### src/rtl/pending_req_table.sv
`default_nettype none
// ============================================================================
// Module   : pending_req_table
// Purpose  : Tag-allocating pending-request table with occupancy/flag view.
// Revision : 1.0 - initial release
// ============================================================================
module pending_req_table #(
    parameter int SIZE  = 8,
    parameter int DATAW = 32,
    parameter int TAGW  = $clog2(SIZE),
    parameter int SIZEW = $clog2(SIZE + 1)
) (
    input  logic             clk,
    input  logic             reset,
    input  logic             acquire_valid,
    input  logic [DATAW-1:0] acquire_data,
    output logic             acquire_ready,
    output logic [TAGW-1:0]  acquire_tag,
    input  logic             release_valid,
    input  logic [TAGW-1:0]  release_tag,
    output logic [DATAW-1:0] release_data,
    output logic             empty,
    output logic             full,
    output logic [SIZEW-1:0] size
);

    localparam logic signed [SIZEW:0] c_full_count = (SIZEW + 1)'(SIZE);

    logic [SIZE-1:0]         r_valid;
    logic [DATAW-1:0]        r_data [SIZE];
    logic [SIZEW-1:0]        r_count;
    logic                    r_empty;
    logic                    r_full;

    logic [TAGW-1:0]         w_alloc_tag;
    logic                    w_fire;
    logic                    w_release;
    logic signed [SIZEW:0]   w_count_next;

    // Lowest free index wins; scanning downward lets the last hit be the lowest.
    always_comb begin
        w_alloc_tag = '0;
        for (int i = SIZE - 1; i >= 0; i--) begin
            if (!r_valid[i]) begin
                w_alloc_tag = TAGW'(i);
            end
        end
    end

    assign w_fire    = acquire_valid && !r_full;
    // An illegal release of a free entry must not disturb the count.
    assign w_release = release_valid && r_valid[release_tag];

    assign w_count_next = $signed({1'b0, r_count})
                        + $signed({{SIZEW{1'b0}}, w_fire})
                        - $signed({{SIZEW{1'b0}}, w_release});

    always_ff @(posedge clk) begin
        if (reset) begin
            r_valid <= '0;
            r_count <= '0;
            r_empty <= 1'b1;
            r_full  <= 1'b0;
        end else begin
            if (w_release) begin
                r_valid[release_tag] <= 1'b0;
            end
            if (w_fire) begin
                r_valid[w_alloc_tag] <= 1'b1;
            end
            r_count <= w_count_next[SIZEW-1:0];
            r_empty <= (w_count_next == '0);
            r_full  <= (w_count_next == c_full_count);
        end
    end

    // Metadata storage carries no reset; entries are only read while valid.
    always_ff @(posedge clk) begin
        if (!reset && w_fire) begin
            r_data[w_alloc_tag] <= acquire_data;
        end
    end

    always_ff @(posedge clk) begin
        if (!reset && release_valid) begin
            assert (r_valid[release_tag])
                else $error("pending_req_table: release of unallocated tag %0d", release_tag);
        end
    end

    assign acquire_ready = !r_full;
    assign acquire_tag   = w_alloc_tag;
    assign release_data  = r_data[release_tag];
    assign empty         = r_empty;
    assign full          = r_full;
    assign size          = r_count;

endmodule
`default_nettype wire

### config.mk
export PLATFORM = sky130hd
export DESIGN_NAME = pending_req_table
export DESIGN_NICKNAME = d
export VERILOG_FILES = /design/src/rtl/pending_req_table.sv
export SDC_FILE = /design/constraint.sdc
export NUM_CORES = 1
export LEC_CHECK = 0
export ABC_AREA = 1
export BUFFER_PORTS_ARGS = -buffer_cell sky130_fd_sc_hd__buf_4
export CAP_MARGIN = 10
export CORE_UTILIZATION = 60
export CTS_CLUSTER_DIAMETER = 50
export DETAILED_ROUTE_END_ITERATION = 12
export HOLD_SLACK_MARGIN = 0.05
export PLACE_DENSITY = 0.8
export SLEW_MARGIN = 20
export SYNTH_ARGS = -nofsm -noshare
export SYNTH_HDL_FRONTEND = slang
export SYNTH_SLANG_ARGS = --single-unit
### constraint.sdc
create_clock -name clk -period 5.2 [get_ports clk]
set_clock_uncertainty 0.05 [all_clocks]
set_input_delay 0.26 -clock clk [delete_from_list [all_inputs] [get_ports clk]]
set_output_delay 0.26 -clock clk [all_outputs]
set_load 0.01 [all_outputs]
# After elaboration in Yosys (flattened, before gate mapping)

Memory sizes are Yosys's and may differ from the RTL's.
Cells that the tools add are included.

Logic and storage cells: 42
Memories: 1
Memory bits (writable): 256
Register bits after elaboration: 14

Memory list:

| memory | depth | width | rd ports | clocked after Yosys merged registers in | write ports | RTL line | text |
|---|---|---|---|---|---|---|---|
| r_data | 8     | 32    | 1        | 0                                       | 1           | 30       | `logic [DATAW-1:0] r_data [SIZE];` |

Magnitude comparators: 4
Muxes and demuxes: 19
Equal/unequal tests: 1
Bitwise logic cells: 3
$add $sub $neg: 2
Reductions and logical operators: 8

Operators by type and width:

| kind               | count |
|---|---|
| $mux 3             | 8 |
| $mux 8             | 3 |
| $and 8x8->8        | 1 |
| $lt 3x4->1 const B | 2 |
| $not 8->8          | 1 |
| $or 8x8->8         | 1 |
| $demux 1 s3        | 2 |
| $ge 3x1->1 const B | 2 |
| $add 4x1->5        | 1 |
| $eq 5x5->1 const B | 1 |
| $logic_and 1x1->1  | 5 |
| $logic_not 5->1    | 1 |
| $mux 1             | 5 |
| $sub 5x2->5        | 1 |
| $bmux 1 s3         | 1 |
| $logic_not 1->1    | 2 |

# Depth between registers and ports, before layout

Depth after elaboration: 14
Depth in mapped cells: 16
Depth with buffers taken out: 15

# Least setup slack after synthesis

OpenSTA, ideal clock, no wires.

Path type: input to register
Start: input port release_tag[0]
End: register r_full (netlist: full)
Data arrival time: 2.254 ns
Path buffers: 2
Stages: 14
Library setup time: 0.078 ns
Slack: 2.818 ns
Data required time: 5.072 ns
Path through: buf_6 -> buf_2 -> nor2_1 -> nor2_1 -> nor2_1 -> a21boi_0 -> ha_1 -> inv_1 -> ha_1 -> fa_1 -> xor2_1 -> nor3_1 -> nand2_1 -> nor3_1

Longest elaborated chain between the ends: 5

RTL lines:

| what                         | RTL line | text |
|---|---|---|
| from (decl)                  | 20       | `input logic [TAGW-1:0] release_tag,` |
| $bmux 1 s3                   | 52       | `assign w_release = release_valid && r_valid[release_tag];` |
| $mux 1 (not written as such) | 52       |  |
| $logic_and 1x1->1            | 52       |  |
| $sub 5x2->5                  | 56       | `- $signed({{SIZEW{1'b0}}, w_release});` |
| $eq 5x5->1                   | 73       | `r_full <= (w_count_next == c_full_count);` |
| to (signal assigned)         | 73       |  |
| to (decl)                    | 33       | `logic r_full;` |

No other way between the ends. The select of a mux whose other input is x is not followed.
A chain may end at the register's enable or synchronous reset.

# Worst setup path after layout

Start: register r_valid[0]
End: memory r_data[7][12] (enable)

Longest elaborated chain between the ends: 1

RTL lines:

| what                              | RTL line | text |
|---|---|---|
| from (decl)                       | 29       | `logic [SIZE-1:0] r_valid;` |
| from (signal assigned)            | 60       | `r_valid <= '0;` |
| from (signal, indexed assignment) | 66       | `r_valid[release_tag] <= 1'b0;` |
| from (signal, indexed assignment) | 69       | `r_valid[w_alloc_tag] <= 1'b1;` |
| $mux 3                            | 44       | `if (!r_valid[i]) begin` |
| to (decl)                         | 30       |  |

No other way between the ends.

==> run metrics <==
Final Util ~73%; Leak Pwr about 4.5 nW; vias in the first global route approximately 6300; area occupied by registers 7970 µm²; All-Layer GR Usage roughly a quarter; mux contribution to synthesized area 0%; DP HPWL 12400 µm; wirelength, routed around 23000 µm; post-synth net total 796; Hold Slack about 0.28 ns; Yosys reg bits 270; Synth Area per Inst around 14 µm²; initial antenna violation count 1; CP Launch Type flop; Antenna Violating Nets Remaining 0; Port-buffer cells 80; Achievable Freq ~0.38 GHz; drt wl/cell 20.3 µm; Worst-Skew Late Latency between 0.5 and 0.6 ns; CTS Buffer Depth 3; clock slew at reported path FFs approximately 0.060 ns; Post-Synth Simple-Gate Area 13.4%; Starting DRT DRC Count ~680; Nets 920; I/O Pins just over 80; critical path type flop to flop; vias per inst about 5.8; Post-Synth XOR/XNOR Area 0.252%; crit path DAT 2.78 ns; crit end category flop; die height between 100 and 150 µm; synthesized area 10400 µm²; H-tree depth 1; RSZ-0062 raised after global routing no; setup TNS 0 ns; # rows 47; largest net degree at the start of global routing 34; share of post-route cells with drive strength above 1 between 10% and 20%; Synth Area in Compound Gates 5.08%; post-route cell area between 10000 and 15000 µm²; postcts setup bufs 0; Mapped Cells 751; clock tree from TritonCTS yes; Area Overhead vs Synth 17.8%; Final period util between 50 and 60%; CP max FO 22; largest family of logic cells by synthesized area simple AND/OR/NAND/NOR gates; status finished, final reports clean; gpl congestion approximately 0.91; post-CTS sizing 0; DRC 0; Period minus WS final ~2.6 ns; CTS sink cnt 270; Core ar. around 17000 µm²; Netlist cell types 29; die area 17900 µm²; first-pass GRT wire length approximately 34000 µm; area of the multi-input gates between 2000 and 2500 µm²; Hold/Removal Path Class primary input to flop; Rel. slew slack a little under half; max_cap viols 0; die extent in x 134 µm; DRT Pass-1 Iters 5; Vias between 6000 and 7000; filler cell count around 1000; Final Hold Viols 0; Least-Margin Pin Slew around 0.8 ns; Synth Warn # 0; adder-cell area share of the yosys netlist less than 1%; cell area after placement approximately 11000 µm²; final number of max-transition violations 0; Power Density 381 nW/µm²; VDD IR-drop max ~0.4 mV; Setup Viol. Count Final 0; CTS buffer count 27; clock root buffer clkbuf_16; CTS Hold Buffers Added 34; Starting Density slightly above 60%; Worst EP required between 5 and 6 ns; post-synthesis sequential area ratio approximately three quarters; GRT overflow 0
==> metal layers <==
layer / up-vias / part of all wire, % / GRT usage (%) / wire length, µm
met2: 347 / 51 / 43.4 / 11500
met1: 3126 / 39 / 33.0 / 8770
met5: - / 0 / 0 / 0
met4: 0 / 2.1 / 9.66 / 479
met3: 37 / 8.3 / 4.00 / 1870
li1: 2954 / - / - / -
==> cell families after synthesis <==
| group | count (synthesis) |
|---|---|
| xor gates and xnor gates | 3 |
| and+or+nand+nor | 315 |
| buffers and inverters | 79 |
| DFF | 270 |
| AOI/OAI and AO/OA | 78 |
| adders and majority gates | 6 |
==> worst max-delay path: stages (launching register included) <==
cell and delay [ns]:
dfxtp_1 0.46, nand2_1 0.13, inv_1 0.10, nand3_1 0.16
nor3_1 0.28, nand3_1 0.15, inv_1 0.48, buf_4 0.49
==> cell usage after synthesis <==
cell type,count,area share [%]
a21boi_0,1,0.072
fa_1,1,0.19
nand3_1,22,1.1
edfxtp_1,256,74
clkbuf_8,1,0.13
o21ai_0,4,0.19
ha_1,5,0.60
nand4_1,36,2.2
xor2_1,2,0.17
nor2_1,25,0.90
a22o_1,4,0.34
nand2_1,207,7.5
clkbuf_1,2,0.072
buf_4,6,0.43
a22oi_2,1,0.12
inv_1,41,1.5
xnor2_1,1,0.084
inv_2,8,0.29
a22oi_1,41,3.0
a21oi_1,24,1.2
nand2_2,4,0.24
o2bb2ai_1,3,0.25
nor3_1,4,0.19
buf_2,11,0.53
nand3b_1,13,0.94
dfxtp_1,14,2.7
buf_6,10,1.1
nor3_2,2,0.19
nor2_4,2,0.22
==> through the flow <==
step	setup WS [ns]	power, mW	std cells
after global routing	2.38	4.81	1112
after CTS	2.61	4.69	1111
after global placement	2.61	2.95	1032
final	2.55	4.68	1112
after floorplan	2.82	2.78	751
after detailed placement	2.56	2.98	1032
==> flip-flops by register name, indices dropped and copies added, names as in the netlist <==
signal,cells
empty,1
full,1
r_data,256
r_valid,8
size,4
==> worst paths after layout <==
check	from	end	slack (ns)	cells after the start
max reg2reg	r_valid[0]	r_data[7][12]	2.55	7
min	acquire_valid	r_valid[0]	0.28	7
min reg2reg	r_valid[3]	r_valid[3]	0.51	4
max	r_valid[0]	r_data[7][12]	2.55	7
==> layout make-up <==
type                    instances  area share, %
diodes                          1         0.0204
clock buffers                  32           5.66
clock inverters                13          0.653
inverters                      49           1.50
multi-input cells             402           16.6
flip-flops and latches        270           64.9
well taps                     220           2.24
repair buffers                125           8.34
==> report_power, final <==
| group | switching, mW | internal, mW |
|---|---|---|
| Combinational | 0.280 | 0.185 |
| Clock | 0.765 | 0.953 |
| Sequential | 0.0308 | 2.46 |
==> placed cells by master (no fill, tap or decap), types with 8 or more instances in the layout <==
cell | netlist | final
buf_4 | 6 | 91
nand3_1 | 22 | 22
dlygate4sd3_1 | 0 | 34
inv_1 | 41 | 41
inv_2 | 8 | 8
dfxtp_1 | 14 | 14
nand3b_1 | 13 | 13
clkbuf_16 | 0 | 27
nand2_1 | 207 | 207
a22oi_1 | 41 | 41
nor2_1 | 25 | 25
edfxtp_1 | 256 | 256
a21oi_1 | 24 | 24
nand4_1 | 36 | 36
No activity file was read; power rests on OpenSTA's default activity.
